## src/rtl/varredura_matriz_pkg.sv

```systemverilog
// Shared types and sizes for the 5x7 LED matrix scanner.
// Also holds the column polarity helper used by the top level.
package varredura_matriz_pkg;

    localparam int LINHAS   = 5;
    localparam int COLUNAS  = 7;
    localparam int TIMER_W  = 16;

    typedef enum logic [1:0] {
        IDLE,
        LOAD,
        SHOW,
        APAGA
    } estado_t;

    // Maps "1 = lit" pixel data onto the physical column drive level.
    function automatic logic [COLUNAS-1:0] polariza(input logic [COLUNAS-1:0] pixels,
                                                   input logic ativo_baixo);
        return ativo_baixo ? ~pixels : pixels;
    endfunction

endpackage

```

## src/rtl/varredura_matriz_temporizador.sv

```systemverilog
// Loadable down-counter timing the SHOW and APAGA phases.
// done is high in the last counted cycle; done_next predicts it one cycle early.
module temporizador
    import varredura_matriz_pkg::*;
(
    input  logic               CLK,
    input  logic               RST,
    input  logic               start,
    input  logic [TIMER_W-1:0] carga,
    output logic               done,
    output logic               done_next
);

    logic [TIMER_W-1:0] count_reg;
    logic [TIMER_W-1:0] count_next;
    logic               done_reg;

    always_comb begin
        count_next = count_reg;
        if (start)
            count_next = carga;
        else if (count_reg != '0)
            count_next = count_reg - TIMER_W'(1);
    end

    assign done_next = (count_next == TIMER_W'(1));
    assign done      = done_reg;

    always_ff @(posedge CLK) begin
        if (RST) begin
            count_reg <= '0;
            done_reg  <= 1'b0;
        end else begin
            count_reg <= count_next;
            done_reg  <= done_next;
        end
    end

endmodule

```

## src/rtl/varredura_matriz.sv

```systemverilog
// Row-scanning driver for a 5x7 LED matrix with per-frame snapshot,
// anti-ghosting blank gaps and a scroll-step pulse every PASSO frames.
module varredura_matriz
    import varredura_matriz_pkg::*;
#(
    parameter int unsigned DWELL          = 1000,
    parameter int unsigned BLANK          = 8,
    parameter int unsigned PASSO          = 4,
    parameter bit          COL_ACTIVE_LOW = 1'b1
) (
    input  logic               CLK,
    input  logic               RST,
    input  logic               en,
    input  logic [COLUNAS-1:0] l1,
    input  logic [COLUNAS-1:0] l2,
    input  logic [COLUNAS-1:0] l3,
    input  logic [COLUNAS-1:0] l4,
    input  logic [COLUNAS-1:0] l5,
    output logic [LINHAS-1:0]  linhas,
    output logic [COLUNAS-1:0] colunas,
    output logic               avanca
);

    localparam logic [COLUNAS-1:0] INATIVO   = COL_ACTIVE_LOW ? '1 : '0;
    localparam logic [2:0]         ULTIMA    = 3'(LINHAS - 1);
    localparam logic [7:0]         PASSO_FIM = 8'(PASSO - 1);

    estado_t                    state_reg;
    logic [2:0]                 row_reg;
    logic [LINHAS*COLUNAS-1:0]  snapshot_reg;
    logic [7:0]                 frame_cnt_reg;
    logic [LINHAS-1:0]          linhas_reg;
    logic [COLUNAS-1:0]         colunas_reg;
    logic                       avanca_reg;

    logic [COLUNAS-1:0]         snap_row [LINHAS];
    logic [2:0]                 row_next;
    logic                       start;
    logic [TIMER_W-1:0]         carga;
    logic                       done;
    logic                       done_next;
    logic                       avanca_next;

    genvar gi;
    generate
        for (gi = 0; gi < LINHAS; gi++) begin : g_rows
            assign snap_row[gi] = snapshot_reg[gi*COLUNAS +: COLUNAS];
        end
    endgenerate

    assign row_next = row_reg + 3'd1;

    // The timer is reloaded on the cycle that leaves a phase, so it is
    // already counting in the first cycle of the following phase.
    assign start = (state_reg == LOAD)
                || (state_reg == SHOW  && done)
                || (state_reg == APAGA && done && row_reg != ULTIMA);
    assign carga = (state_reg == SHOW) ? TIMER_W'(BLANK) : TIMER_W'(DWELL);

    // True when the coming cycle is the final APAGA cycle of the last row.
    assign avanca_next = ((state_reg == SHOW && done) || (state_reg == APAGA && !done))
                      && row_reg == ULTIMA && done_next && frame_cnt_reg == PASSO_FIM;

    temporizador u_temporizador (
        .CLK       (CLK),
        .RST       (RST),
        .start     (start),
        .carga     (carga),
        .done      (done),
        .done_next (done_next)
    );

    always_ff @(posedge CLK) begin
        if (RST) begin
            state_reg     <= IDLE;
            row_reg       <= '0;
            snapshot_reg  <= '0;
            frame_cnt_reg <= '0;
            linhas_reg    <= '0;
            colunas_reg   <= INATIVO;
            avanca_reg    <= 1'b0;
        end else begin
            avanca_reg <= avanca_next;
            case (state_reg)
                IDLE: begin
                    if (en)
                        state_reg <= LOAD;
                end
                LOAD: begin
                    state_reg    <= SHOW;
                    row_reg      <= '0;
                    snapshot_reg <= {l5, l4, l3, l2, l1};
                    linhas_reg   <= LINHAS'(1);
                    colunas_reg  <= polariza(l1, COL_ACTIVE_LOW);
                end
                SHOW: begin
                    if (done) begin
                        state_reg   <= APAGA;
                        linhas_reg  <= '0;
                        colunas_reg <= INATIVO;
                    end
                end
                APAGA: begin
                    if (done) begin
                        if (row_reg == ULTIMA) begin
                            frame_cnt_reg <= (frame_cnt_reg == PASSO_FIM) ? 8'd0
                                                                          : frame_cnt_reg + 8'd1;
                            state_reg     <= en ? LOAD : IDLE;
                        end else begin
                            state_reg   <= SHOW;
                            row_reg     <= row_next;
                            linhas_reg  <= LINHAS'(1) << row_next;
                            colunas_reg <= polariza(snap_row[row_next], COL_ACTIVE_LOW);
                        end
                    end
                end
                default: state_reg <= IDLE;
            endcase
        end
    end

    assign linhas  = linhas_reg;
    assign colunas = colunas_reg;
    assign avanca  = avanca_reg;

endmodule

```

## config.mk

```make
export PLATFORM = sky130hd
export DESIGN_NAME = varredura_matriz
export DESIGN_NICKNAME = d
export VERILOG_FILES = /design/src/rtl/varredura_matriz_pkg.sv /design/src/rtl/varredura_matriz_temporizador.sv /design/src/rtl/varredura_matriz.sv
export SDC_FILE = /design/constraint.sdc
export NUM_CORES = 1
export LEC_CHECK = 0
export ABC_AREA = 1
export CORE_ASPECT_RATIO = 0.8
export CORE_MARGIN = 8
export CORE_UTILIZATION = 50
export DETAILED_ROUTE_END_ITERATION = 10
export PLACE_DENSITY = 0.84
export SETUP_SLACK_MARGIN = 0.3
export SLEW_MARGIN = 40
export SYNTH_ARGS = -nofsm -noshare
export SYNTH_HDL_FRONTEND = slang
export SYNTH_SLANG_ARGS = --single-unit
```

## constraint.sdc

```tcl
create_clock -name CLK -period 1.89 [get_ports CLK]
set_input_delay 0.378 -clock CLK [delete_from_list [all_inputs] [get_ports CLK]]
set_output_delay 0.378 -clock CLK [all_outputs]
set_load 0.01 [all_outputs]
```

==> flow_metrics.py, run 1 <==
metrics = {
    "timing": {
        "timing.slew.headroom": 0.6264,
        "timing_max_transition_violations_final": 0,
        "fin_worst_hold_slack_ns": 0.4739,
        "fmax_mhz": 521.6,
        "skew_ns": 0.01030,
        "report.final.hold_viol_count": 0,
        "worst-slew-pin-transition_ns": 0.5580,
        "setup_ws_ns": -0.02732,
        "grt_setup_unrepaired": "true",
        "fin_crit_period_ns": 1.917,
        "report.final.setup_viol": 2,
        "fraction_of_the_cycle_the_final_worst_path_needs": 1.014,
    },
    "pwr": {
        "power.density_nw_per_um2": 1811,
        "ir_drop_mv": 0.7262,
        "p_leak_nw": 2.282,
    },
    "cts": {
        "clk-insertion-delay-late_ns": 0.38,
        "holdBufCountCts": 0,
        "cts_tree": "done",
        "clk_sinks": 78,
        "clock_tree.buffer_depth": 2,
        "cts-root-buf": "clkbuf_8",
        "cts-htree-levels": 3,
        "cts.clk_slew.worst_paths_ns": 0.09,
        "cts_made_buffers": 9,
    },
    "synth": {
        "synth.lib_cells_used.distinct": 34,
        "yosys_register_bits": 78,
        "synth_fp_nets": 600,
        "syn_area_sq_um": 3895,
        "synth.yosys.seq_area_share": 0.4009,
        "postSynthCellCount": 549,
        "syn_avg_cell_area_sq_um": 7.095,
        "yosysWarnings": 0,
    },
    "run_status": {
        "violated_checks": "setup timing",
        "run_status": "finished with violations",
    },
    "grt": {
        "grt_first_pass_wirelength_um": 18310,
        "overflow": 0,
        "grt_max_degree": 43,
        "grt_pass1_vias": 3746,
        "antenna_found_initial": 0,
        "grt_usage": 0.2118,
    },
    "cells_and_area": {
        "fin_area_sq_um": 5403,
        "post_route_cells_drive_above_1_share": 0.2413,
        "ff_latch_area_sq_um": 1580,
        "design.final.nets": 680,
        "largest_reg_flops": 35,
        "final_core_util": 0.7240,
        "num_antenna_cells": 0,
        "finish.cell_count_without_fillers": 739,
        "multi_input_area_sq_um": 2412,
        "area_growth_pct": 38.71,
        "fillers": 531,
    },
    "placed_design": {
        "numPortBuffers": 50,
        "post-place-cells": 697,
        "hpwl_um": 7745,
        "place_congestion": 0.9451,
        "preCtsSetupSlack_ns": 0.06993,
        "post_dp_cell_area_sq_um": 4609,
    },
    "min_path": {
        "worstHoldPathType": "reg2reg",
    },
    "route": {
        "number_of_drc_markers_in_iteration_0": 611,
        "drc": 0,
        "drt_first_pass_iters": 5,
        "detail_route.wirelength_um": 13850,
        "vias": 4401,
        "ant_nets": 0,
        "detail_route.vias_per_cell": 5.955,
        "detail_route.wl_per_cell_um": 18.74,
    },
    "floorplanning": {
        "fp.dieArea_sq_um": 10890,
        "initial_utilization": 0.5220,
        "floorplan.die.width_um": 114.7,
        "floorplan.io_pins": 51,
        "coreArea_sq_um": 7462,
        "rows": 28,
        "chipHeight_um": 94.94,
    },
    "worst_setup_path": {
        "nature_of_the_critical_path_endpoint": "flip-flop",
        "critical_path_buf_inv_count": 1,
        "cp_data_arrival_time_ns": 2.19,
        "critPathKind": "reg2reg",
        "critical-path-slowest-cell": "dfxtp_1",
        "cpPeakStageDelay_ns": 0.39,
        "timing.critical_path.required_ns": 2.16,
        "max_fo_critical_path": 5,
        "critical_path.top_delay_family": "simple AND/OR/NAND/NOR gates",
        "timing.critical_path.cells": "nor2_2 -> nand2_1 -> nor2_4 -> buf_4 -> nand3b_1 -> nand2_1 -> nand2_1 -> a21oi_1 -> nor2_1 -> nand3_1 -> nor2_1",
        "critPathMostFrequentCell": "nand2_1",
        "worst_setup_start_kind": "flip-flop",
    },
    "flow_run": {
        "number_of_violations_of_the_max_capacitance_limit": 0,
    },
}
-- cells by family (layout without fill, tap and decap cells) --
logic type | Yosys count | count (layout) | share of synthesized area
AND/OR/NAND/NOR | 259 | 260 | 0.2949
buffers and inverters | 71 | 155 | 0.07292
AO/OA/AOI/OAI | 121 | 121 | 0.1738
XOR/XNOR | 7 | 7 | 0.01574
adder cells (fa/ha/maj) | 13 | 13 | 0.04176
flip-flops | 78 | 78 | 0.4009
-- worst reg2reg max path, delay by kind of cell (launching register included) --
family / cells / cell delay [ns]
flops: 1 / 0.39
simple gates: 9 / 1.07
compound gates: 1 / 0.23
buf+inv: 1 / 0.13
-- where the power goes --
part           switching (W)  total (W)  internal [W]
Clock               0.000716    0.00148      0.000767
Combinational        0.00352    0.00560       0.00208
Sequential          0.000473    0.00270       0.00222
Total                0.00471    0.00978       0.00507
-- layer usage --
layer / global-route usage / up-vias / routed length [um]
met4: 0.06630 / 0 / 692
met2: 0.3283 / 348 / 6266
met5: 0 / - / 0
li1: - / 1972 / -
met3: 0.06314 / 106 / 1767
met1: 0.2774 / 1975 / 5119
-- what timing repair did --
| item | 4_1_cts | 5_1_grt |
|---|---|---|
| cloned | 1 | 1 |
| pin swaps | 10 | 32 |
| buffers inserted | 12 | 12 |
| endpoints found under the setup margin | 35 | 22 |
| gates resized for setup | 51 | 70 |
-- layout make-up --
class	count	area share
flip-flops and latches	78	0.2925
clock buffers	9	0.02293
well taps	105	0.02432
multi-input cells	401	0.4465
repair buffers	89	0.1535
repair inverters	1	0.001390
clock inverters	7	0.01945
inverters	49	0.03937
-- through the flow --
stage	TNS, ns	power, W
final	-0.03364	0.009782
after global routing	-0.2528	0.01029
after CTS	0	0.008378
after detailed placement	0	0.006502
after global placement	0	0.006355
after floorplan	0	0.005441
-- synthesized netlist by cell type --
cell type | count | area [sq um]
nor2_1 | 115 | 431.7
nand2_1 | 81 | 304.0
dfxtp_1 | 78 | 1562
o21ai_0 | 64 | 320.3
inv_1 | 45 | 168.9
a21oi_1 | 36 | 180.2
nand3_1 | 27 | 135.1
clkbuf_1 | 16 | 60.06
ha_1 | 13 | 162.7
nand2_2 | 7 | 43.79
o2111ai_1 | 7 | 61.31
o221ai_1 | 7 | 61.31
nor2_2 | 6 | 37.54
nor2_4 | 6 | 67.56
nor3_1 | 5 | 25.02
buf_2 | 4 | 20.02
xor2_1 | 4 | 35.03
a211oi_1 | 3 | 22.52
nand3b_1 | 3 | 22.52
xnor2_1 | 3 | 26.28
inv_2 | 2 | 7.510
nand3_2 | 2 | 20.02
nand4_1 | 2 | 12.51
nor3b_2 | 2 | 25.02
o211ai_1 | 2 | 15.01
a21boi_0 | 1 | 7.510
a221oi_1 | 1 | 8.760
buf_4 | 1 | 7.510
buf_6 | 1 | 11.26
clkinv_1 | 1 | 3.750
clkinv_2 | 1 | 5.000
nor3_2 | 1 | 10.01
nor3b_1 | 1 | 7.510
nor4_1 | 1 | 6.260
-- path summary, 6_finish.rpt --
path	from	endpoint	slack, ns	cells past startpoint
setup reg to reg	u_temporizador.count_reg[4]	avanca	-0.03	11
hold reg to reg	colunas[0]	colunas[0]	0.47	2
hold / removal	colunas[0]	colunas[0]	0.47	2
setup / recovery	u_temporizador.count_reg[4]	avanca	-0.03	11
-- cell usage in the layout (no fill, tap or decap), drive strengths merged --
master / instances
a211oi: 3
a21boi: 1
a21oi: 36
a221oi: 1
buf: 38
bufinv: 2
clkbuf: 10
clkdlybuf4s50: 37
clkinv: 4
clkinvlp: 1
dfxtp: 78
dlygate4sd2: 13
ha: 13
inv: 50
nand2: 89
nand3: 29
nand3b: 3
nand4: 2
nor2: 127
nor3: 6
nor3b: 3
nor4: 1
o2111ai: 7
o211ai: 2
o21ai: 64
o221ai: 7
xnor2: 3
xor2: 4
Note: power is estimated with default switching activity, not from simulation.
==> run 2, diff against run 1 <==
Settings changed: CORE_MARGIN 8 to 1.
==> flow_metrics.py, run 2 (synthesized netlist as in run 1, its figures left out) <==
metrics = {
    "run_status": {
        "run_status": "finished with violations",
        "violated_checks": "setup timing",
    },
    "cells_and_area": {
        "layout_common_cells": "nor2_1 (105), dfxtp_1 (71), nand2_1 (67), o21ai_0 (60), clkdlybuf4s50_1 (37)",
        "post_route_cells_drive_above_1_share": 0.2621,
        "largest_reg_flops": 35,
        "final_common_cell": "nor2_1",
        "num_antenna_cells": 0,
        "finish.cell_count_without_fillers": 746,
        "area_growth_pct": 41.44,
        "fillers": 477,
        "design.final.nets": 687,
    },
    "timing": {
        "grt_setup_unrepaired": "true",
        "worst-slew-pin-transition_ns": 0.4306,
        "fin_crit_period_ns": 1.998,
        "report.final.hold_viol_count": 0,
        "setup_ws_ns": -0.1075,
        "fin_worst_hold_slack_ns": 0.4611,
        "report.final.setup_viol": 2,
        "timing_max_transition_violations_final": 0,
        "skew_ns": 0.01083,
        "fin_tns_setup_ns": -0.1843,
        "fmax_mhz": 500.6,
        "fraction_of_the_cycle_the_final_worst_path_needs": 1.057,
        "timing.slew.headroom": 0.7099,
    },
    "worst_setup_path": {
        "nature_of_the_critical_path_endpoint": "flip-flop",
        "worst_setup_start_kind": "flip-flop",
        "critPathKind": "reg2reg",
        "regToRegSetupSlack_ns": -0.11,
        "timing.critical_path.required_ns": 2.19,
        "max_fo_critical_path": 6,
        "cp_data_arrival_time_ns": 2.30,
    },
    "placed_design": {
        "preCtsSetupSlack_ns": 0.07298,
        "numPortBuffers": 50,
        "place_congestion": 0.9378,
        "hpwl_um": 7480,
        "post-place-cells": 694,
    },
    "route": {
        "drc": 0,
        "detail_route.vias_per_cell": 6.298,
        "detail_route.wirelength_um": 14730,
        "drt_first_pass_iters": 7,
        "detail_route.wl_per_cell_um": 19.74,
        "number_of_drc_markers_in_iteration_0": 699,
        "ant_nets": 0,
        "vias": 4698,
    },
    "grt": {
        "grt_first_pass_wirelength_um": 17830,
        "grt_usage": 0.2814,
        "antenna_found_initial": 0,
        "overflow": 0,
        "grt_pass1_vias": 3742,
        "grt_max_degree": 43,
    },
    "pwr": {
        "ir_drop_mv": 0.7272,
        "power.density_nw_per_um2": 1827,
        "p_leak_nw": 2.319,
    },
    "cts": {
        "holdBufCountCts": 0,
        "clk_sinks": 78,
        "cts-htree-levels": 3,
        "cts_made_buffers": 9,
        "cts_tree": "done",
        "cts.clk_slew.worst_paths_ns": 0.09,
        "cts-root-buf": "clkbuf_8",
        "clock_tree.buffer_depth": 2,
        "clk-insertion-delay-late_ns": 0.36,
    },
    "min_path": {
        "worstHoldPathType": "reg2reg",
    },
    "floorplanning": {
        "fp.dieArea_sq_um": 8149,
        "floorplan.io_pins": 51,
        "initial_utilization": 0.5220,
        "floorplan.die.width_um": 100.7,
        "coreArea_sq_um": 7462,
        "chipHeight_um": 80.94,
        "rows": 28,
    },
    "flow_run": {
        "number_of_violations_of_the_max_capacitance_limit": 0,
    },
}
run 2: cell types whose count changed in the layout (fill, tap and decap cells not counted), moves of 2 or more:
cell       delta
buf_6         +2
nand2_4       -2
clkbuf_16     +2
nand2_1       -4
nand3_4       -3
nor2_4        +4
nor2_2        -3
nand2_2       +5
buf_4         +7
nand3_2       +4
run 2: where the power goes:
group | switching, W | internal (W)
Clock | 0.000655 | 0.000831
Combinational | 0.00367 | 0.00218
Sequential | 0.000505 | 0.00222
Total | 0.00483 | 0.00523
run 2: worst paths after layout:
kind,startpoint,end,cells after the start
hold reg to reg,linhas[2],linhas[2],2
setup reg to reg,row_reg[1],avanca,13
setup / recovery,row_reg[1],avanca,13
hold / removal,linhas[2],linhas[2],2
run 2: stage by stage:
stage | util | cell area (sq um) | total power, W
global route | 0.7383 | 5509 | 0.01047
finish | 0.7383 | 5509 | 0.01007
global placement | 0.6147 | 4587 | 0.006292
CTS | 0.6754 | 5040 | 0.008442
floorplan | - | 3964 | 0.005441
detailed placement | 0.6147 | 4587 | 0.006482
run 2: per-layer routing:
| layer | track usage | share of wire | vias up |
|---|---|---|---|
| met2 | 0.4589 | 0.44 | 440 |
| met1 | 0.3658 | 0.37 | 2130 |
| met3 | 0.07315 | 0.13 | 146 |
| met5 | 0 | 0 | - |
| li1 | - | - | 1982 |
| met4 | 0.08986 | 0.068 | 0 |
run 2: worst max-delay path: stages (launching register included):
cell	delay (ns)
dfxtp_2	0.35
inv_2	0.08
ha_4	0.15
nand2_4	0.07
nand3_2	0.09
nand3_4	0.14
buf_4	0.18
nand2_4	0.09
nand2_1	0.16
inv_1	0.15
nand2_1	0.10
nor2_1	0.11
nand3_1	0.14
nor2_1	0.12
run 2: what timing repair did:
action / in CTS / in global routing
setup endpoints to repair: 36 / 23
pin swaps: 12 / 30
cloned: 0 / 2
gates resized for setup: 57 / 74
setup buffers: 13 / 21
run 2: layout make-up:
| cell class | instances | area (sq um) | share of cell area |
|---|---|---|---|
| Multi-Input combinational cell | 400 | 2430 | 0.4411 |
| Clock inverter | 6 | 91.34 | 0.01658 |
| Tap cell | 105 | 131.4 | 0.02385 |
| Timing Repair inverter | 1 | 7.507 | 0.001363 |
| Clock buffer | 10 | 148.9 | 0.02703 |
| Sequential cell | 78 | 1578 | 0.2864 |
| Inverter | 49 | 217.7 | 0.03952 |
| Timing Repair Buffer | 97 | 904.6 | 0.1642 |
==> run 3, diff against run 2 <==
Settings changed: CORE_UTILIZATION 50 to 55, PLACE_DENSITY 0.84 to 0.88.
Clock period 1.89 ns to 1.95 ns, I/O delays scaled along.
==> flow_metrics.py, run 3 (synthesized netlist as in run 1, its figures left out) <==
metrics = {
    "flow_run": {
        "number_of_violations_of_the_max_capacitance_limit": 0,
    },
    "run_status": {
        "run_status": "complete, no violations",
    },
    "floorplanning": {
        "floorplan.io_pins": 51,
        "coreArea_sq_um": 6858,
        "chipHeight_um": 77.27,
        "fp.dieArea_sq_um": 7424,
        "rows": 27,
        "initial_utilization": 0.5680,
        "floorplan.die.width_um": 96.09,
    },
    "timing": {
        "fmax_mhz": 554.5,
        "timing.slew.headroom": 0.6612,
        "setup_ws_ns": 0.1467,
        "skew_ns": 0.01745,
        "fin_worst_hold_slack_ns": 0.4623,
        "fin_tns_setup_ns": 0,
        "timing_max_transition_violations_final": 0,
        "fraction_of_the_cycle_the_final_worst_path_needs": 0.9248,
        "fin_crit_period_ns": 1.803,
        "report.final.hold_viol_count": 0,
        "report.final.setup_viol": 0,
        "grt_setup_unrepaired": "true",
        "worst-slew-pin-transition_ns": 0.5060,
    },
    "route": {
        "met1_layer_wirelength_in_the_final_routing_um": 4721,
        "vias": 4435,
        "detail_route.wirelength_um": 13010,
        "drt_first_pass_iters": 6,
        "dr_wl_met2_um": 5847,
        "ant_nets": 0,
        "number_of_drc_markers_in_iteration_0": 449,
        "drc": 0,
        "highest-signal-layer": "met4",
        "wl_met3_um": 1620,
        "detail_route.wl_per_cell_um": 18.06,
        "detail_route.vias_per_cell": 6.160,
    },
    "pwr": {
        "p_leak_nw": 2.264,
        "total_power_w": 0.008986,
        "power.density_nw_per_um2": 1703,
        "ir_drop_mv": 0.7765,
    },
    "cells_and_area": {
        "num_antenna_cells": 0,
        "final_common_cell": "nor2_1",
        "layout_common_cells": "nor2_1 (102), nand2_1 (75), dfxtp_1 (71), o21ai_0 (61), clkdlybuf4s50_1 (38)",
        "area_growth_pct": 35.43,
        "post_route_cells_drive_above_1_share": 0.2259,
        "final_core_util": 0.7692,
        "design.final.nets": 679,
        "largest_reg_flops": 35,
        "fillers": 422,
    },
    "cts": {
        "cts-htree-levels": 3,
        "cts-root-buf": "clkbuf_8",
        "clk_sinks": 78,
        "cts_made_buffers": 9,
        "cts_tree": "done",
        "cts.clk_slew.worst_paths_ns": 0.08,
        "clk-insertion-delay-late_ns": 0.37,
        "clock_tree.buffer_depth": 2,
    },
    "worst_setup_path": {
        "worst_setup_start_kind": "flip-flop",
        "timing.critical_path.required_ns": 2.25,
        "max_fo_critical_path": 4,
        "critPathKind": "reg2reg",
        "cp_data_arrival_time_ns": 2.10,
        "nature_of_the_critical_path_endpoint": "flip-flop",
    },
    "grt": {
        "antenna_found_initial": 0,
        "grt_first_pass_wirelength_um": 17180,
        "grt_pass1_vias": 3644,
        "grt_usage": 0.2993,
        "grt_max_degree": 42,
        "overflow": 0,
    },
    "placed_design": {
        "place_congestion": 0.9715,
        "hpwl_um": 7216,
        "numPortBuffers": 50,
        "preCtsSetupSlack_ns": 0.1535,
    },
    "min_path": {
        "worstHoldPathType": "reg2reg",
    },
}
## run 3: cell count changes in the layout (fill, tap and decap cells not counted), sizes merged
cell / change
clkbuf: -1
clkdlybuf4s50: +1
clkinv: -1
clkinvlp: +1
dlygate4sd2: -7
bufinv: -1
buf: -6
dlymetal6s2s: +6
## run 3: path summary, 6_finish.rpt
kind | start | to | slack (ns) | cells past startpoint
worst max-delay path | u_temporizador.count_reg[0] | avanca | 0.15 | 11
worst min-delay path | snapshot_reg[30] | snapshot_reg[30] | 0.46 | 2
worst max register to register | u_temporizador.count_reg[0] | avanca | 0.15 | 11
worst min register to register | snapshot_reg[30] | snapshot_reg[30] | 0.46 | 2
## run 3: repair_timing
item	in CTS	in global routing
setup endpoints to repair	26	30
resized for setup	27	82
pin swaps	5	16
hold buffers	0	0
setup buffers	5	22
gates cloned	0	1
## run 3: report_power, final
part           internal, W  leakage (nW)  switching (W)  total, W
logic              0.00194          1.52        0.00317   0.00511
clock network     0.000621         0.102       0.000625   0.00125
registers          0.00216         0.644       0.000471   0.00263
total              0.00472          2.26        0.00426   0.00899
## run 3: worst max-delay path: stages, from the launching register on
cell and delay, ns:
dfxtp_4 0.37, inv_6 0.09, buf_4 0.13, nand2_2 0.09, nor2_4 0.16, nand2_1 0.12, xnor2_2 0.16, nand3_1 0.14
inv_1 0.07, nor2_1 0.15, nand3_1 0.13, nor2_1 0.11
## run 3: final cells by class
cell class,instances,area [sq um],share of cell area
Clock inverter,6,61.31,0.01162
Clock buffer,10,137.6,0.02609
Inverter,49,210.2,0.03985
Multi-Input combinational cell,400,2327,0.4412
Tap cell,87,108.9,0.02064
Timing Repair Buffer,90,847.1,0.1606
Sequential cell,78,1583,0.3000
## run 3: metrics by stage
step / cell area, sq um / std cells
floorplan: 3938 / 549
global placement: 4544 / 676
detailed placement: 4544 / 676
CTS: 4826 / 697
global route: 5275 / 720
finish: 5275 / 720
## run 3: layer usage
layer	vias up	GRT usage
met4	0	0.09104
met3	95	0.1111
met2	364	0.4454
met1	2000	0.3998
li1	1976	-
met5	-	0
==> edit: new RTL, settings of run 1 <==
Set the parameter `COL_ACTIVE_LOW` to 1'b0 (it was 1'b1).
--- a/src/rtl/varredura_matriz.sv
+++ b/src/rtl/varredura_matriz.sv
@@ -8,3 +8,3 @@
     parameter int unsigned PASSO          = 4,
-    parameter bit          COL_ACTIVE_LOW = 1'b1
+    parameter bit          COL_ACTIVE_LOW = 1'b0
 ) (
Behaviour: not the same (a bounded check fails within 4 cycles, from zero or initial values and one cycle with RST high).
==> edit against run 1 <==
First-iteration DRC count is 31% lower. Setup slack better by 0.18 ns. Global-route usage is 0.41 points lower. Power is 7.5% lower. Final cell count is 0.68% higher. Clock skew is 0.0028 ns lower. Area after synthesis is 1.7% lower. Cell area is 2.1% lower. Sequential cell count stayed put. Routed wire length is 14% lower. Sequential share of layout area is 0.63 points higher. Critical path type unchanged. Critical endpoint unchanged. Largest cell class unchanged. Largest power group unchanged.
==> edit: results <==
set metrics [dict create \
    syn_nets 606 \
    n_fill_cell 558 \
    irDropWorstVdd_mv 0.720 \
    finalNonFillerCells 744 \
    synthArstFlopShare_pct 0 \
    layout-drive-gt1-share_pct 22.8 \
    ys_warn_count 0 \
    status "completed" \
    ys_types 29 \
    netlist_instances 555 \
    vias 4150 \
    gp_congestion 0.877 \
    grt_antenna_before_repair 0 \
    diodes 0 \
    place_hpwl_um 7360 \
    netSwitchingFraction_pct 46.1 \
    grt_pass1_wl_um 18000 \
    fin_skew_ns 0.00754 \
    grt_pass1_vias 3780 \
    synthTopCellsByArea "dfxtp_1 (41%), nor2_1 (13%), o21ai_0 (9.5%), nand2_1 (6.9%), a21oi_1 (5.4%)" \
    hold_path.class "reg2reg" \
    drt_iter0_drc 421 \
    p_leak_uw 0.00230 \
    worst_pin_slew_ns 0.473 \
    routed_wl_um 11900 \
    grt_max_degree 46 \
    dp.cells 698 \
    cp_max_fo 4 \
    clk_latency_ns 0.36 \
    cp.arrival_ns 2.03 \
    grt_usage_pct 20.8 \
    synth_common_cells "nor2_1 (135), dfxtp_1 (78), o21ai_0 (73)" \
    largest_reg_flops 35 \
    layout.nets 685 \
    yosysSeqAreaShare_pct 40.8 \
]
edit: timing repair:
item | CTS | global route
gates resized for setup | 59 | 60
gates cloned | 1 | 1
setup endpoints to repair | 50 | 33
pin swaps | 18 | 24
buffers inserted | 12 | 16
hold buffers | 0 | 0
edit: logic make-up after synthesis:
logic type | Yosys count | share of synthesized area, %
AND/OR/NAND/NOR | 254 | 28.1
AO/OA/AOI/OAI | 133 | 18.5
flip-flops | 78 | 40.8
buffers and inverters | 73 | 7.45
adder cells (fa/ha/maj) | 13 | 4.25
XOR/XNOR | 4 | 0.915
edit: stage by stage:
stage	worst slack [ns]	instance area [um2]
6_report	0.154	5290
5_1_grt	0.0125	5290
4_1_cts	0.233	4960
3_5_place_dp	-0.132	4510
3_3_place_gp	0.0182	4510
2_1_floorplan	0.155	3920
edit: layout make-up:
class	count	area, um2	area share [%]
Timing Repair inverter	1	7.51	0.142
Clock buffer	10	128	2.41
Tap cell	105	131	2.48
Inverter	51	211	4.00
Sequential cell	78	1580	29.9
Clock inverter	6	86.3	1.63
Multi-Input combinational cell	404	2320	43.9
Timing Repair Buffer	89	822	15.5
edit: final timing paths:
kind / from / end / slack (ns) / cells after the start
worst max-delay path: u_temporizador.count_reg[7] / avanca / 0.15 / 11
worst min-delay path: linhas[2] / linhas[2] / 0.47 / 2
worst max register to register: u_temporizador.count_reg[7] / avanca / 0.15 / 11
worst min register to register: linhas[2] / linhas[2] / 0.47 / 2
edit: layer usage:
layer | up-vias | GRT usage, % | share of wire, %
li1 | 1969 | - | -
met1 | 1914 | 26.2 | 41
met2 | 234 | 32.3 | 47
met3 | 33 | 6.81 | 10
met4 | 0 | 8.07 | 2.1
met5 | - | 0 | 0
edit: power by group through the flow:
stage               sequential [uW]  clock (uW)  combinational (uW)
floorplan                      2540           0                2910
global placement               2610           0                3760
detailed placement             2620           0                3860
CTS                            2620        1380                4310
global route                   2750        1460                5440
finish                         2700        1380                4960
edit: worst max-delay path, cell delays in order (launching register included):
cell and delay [ns]:
dfxtp_1 0.40, nor2_1 0.24, nand2_1 0.10, nor2_1 0.16, nand2_1 0.08, nand2_1 0.06, nand2_1 0.07, o21ai_2 0.14
nand3_1 0.12, nor2_1 0.12, nand2_1 0.11, nor2_2 0.10
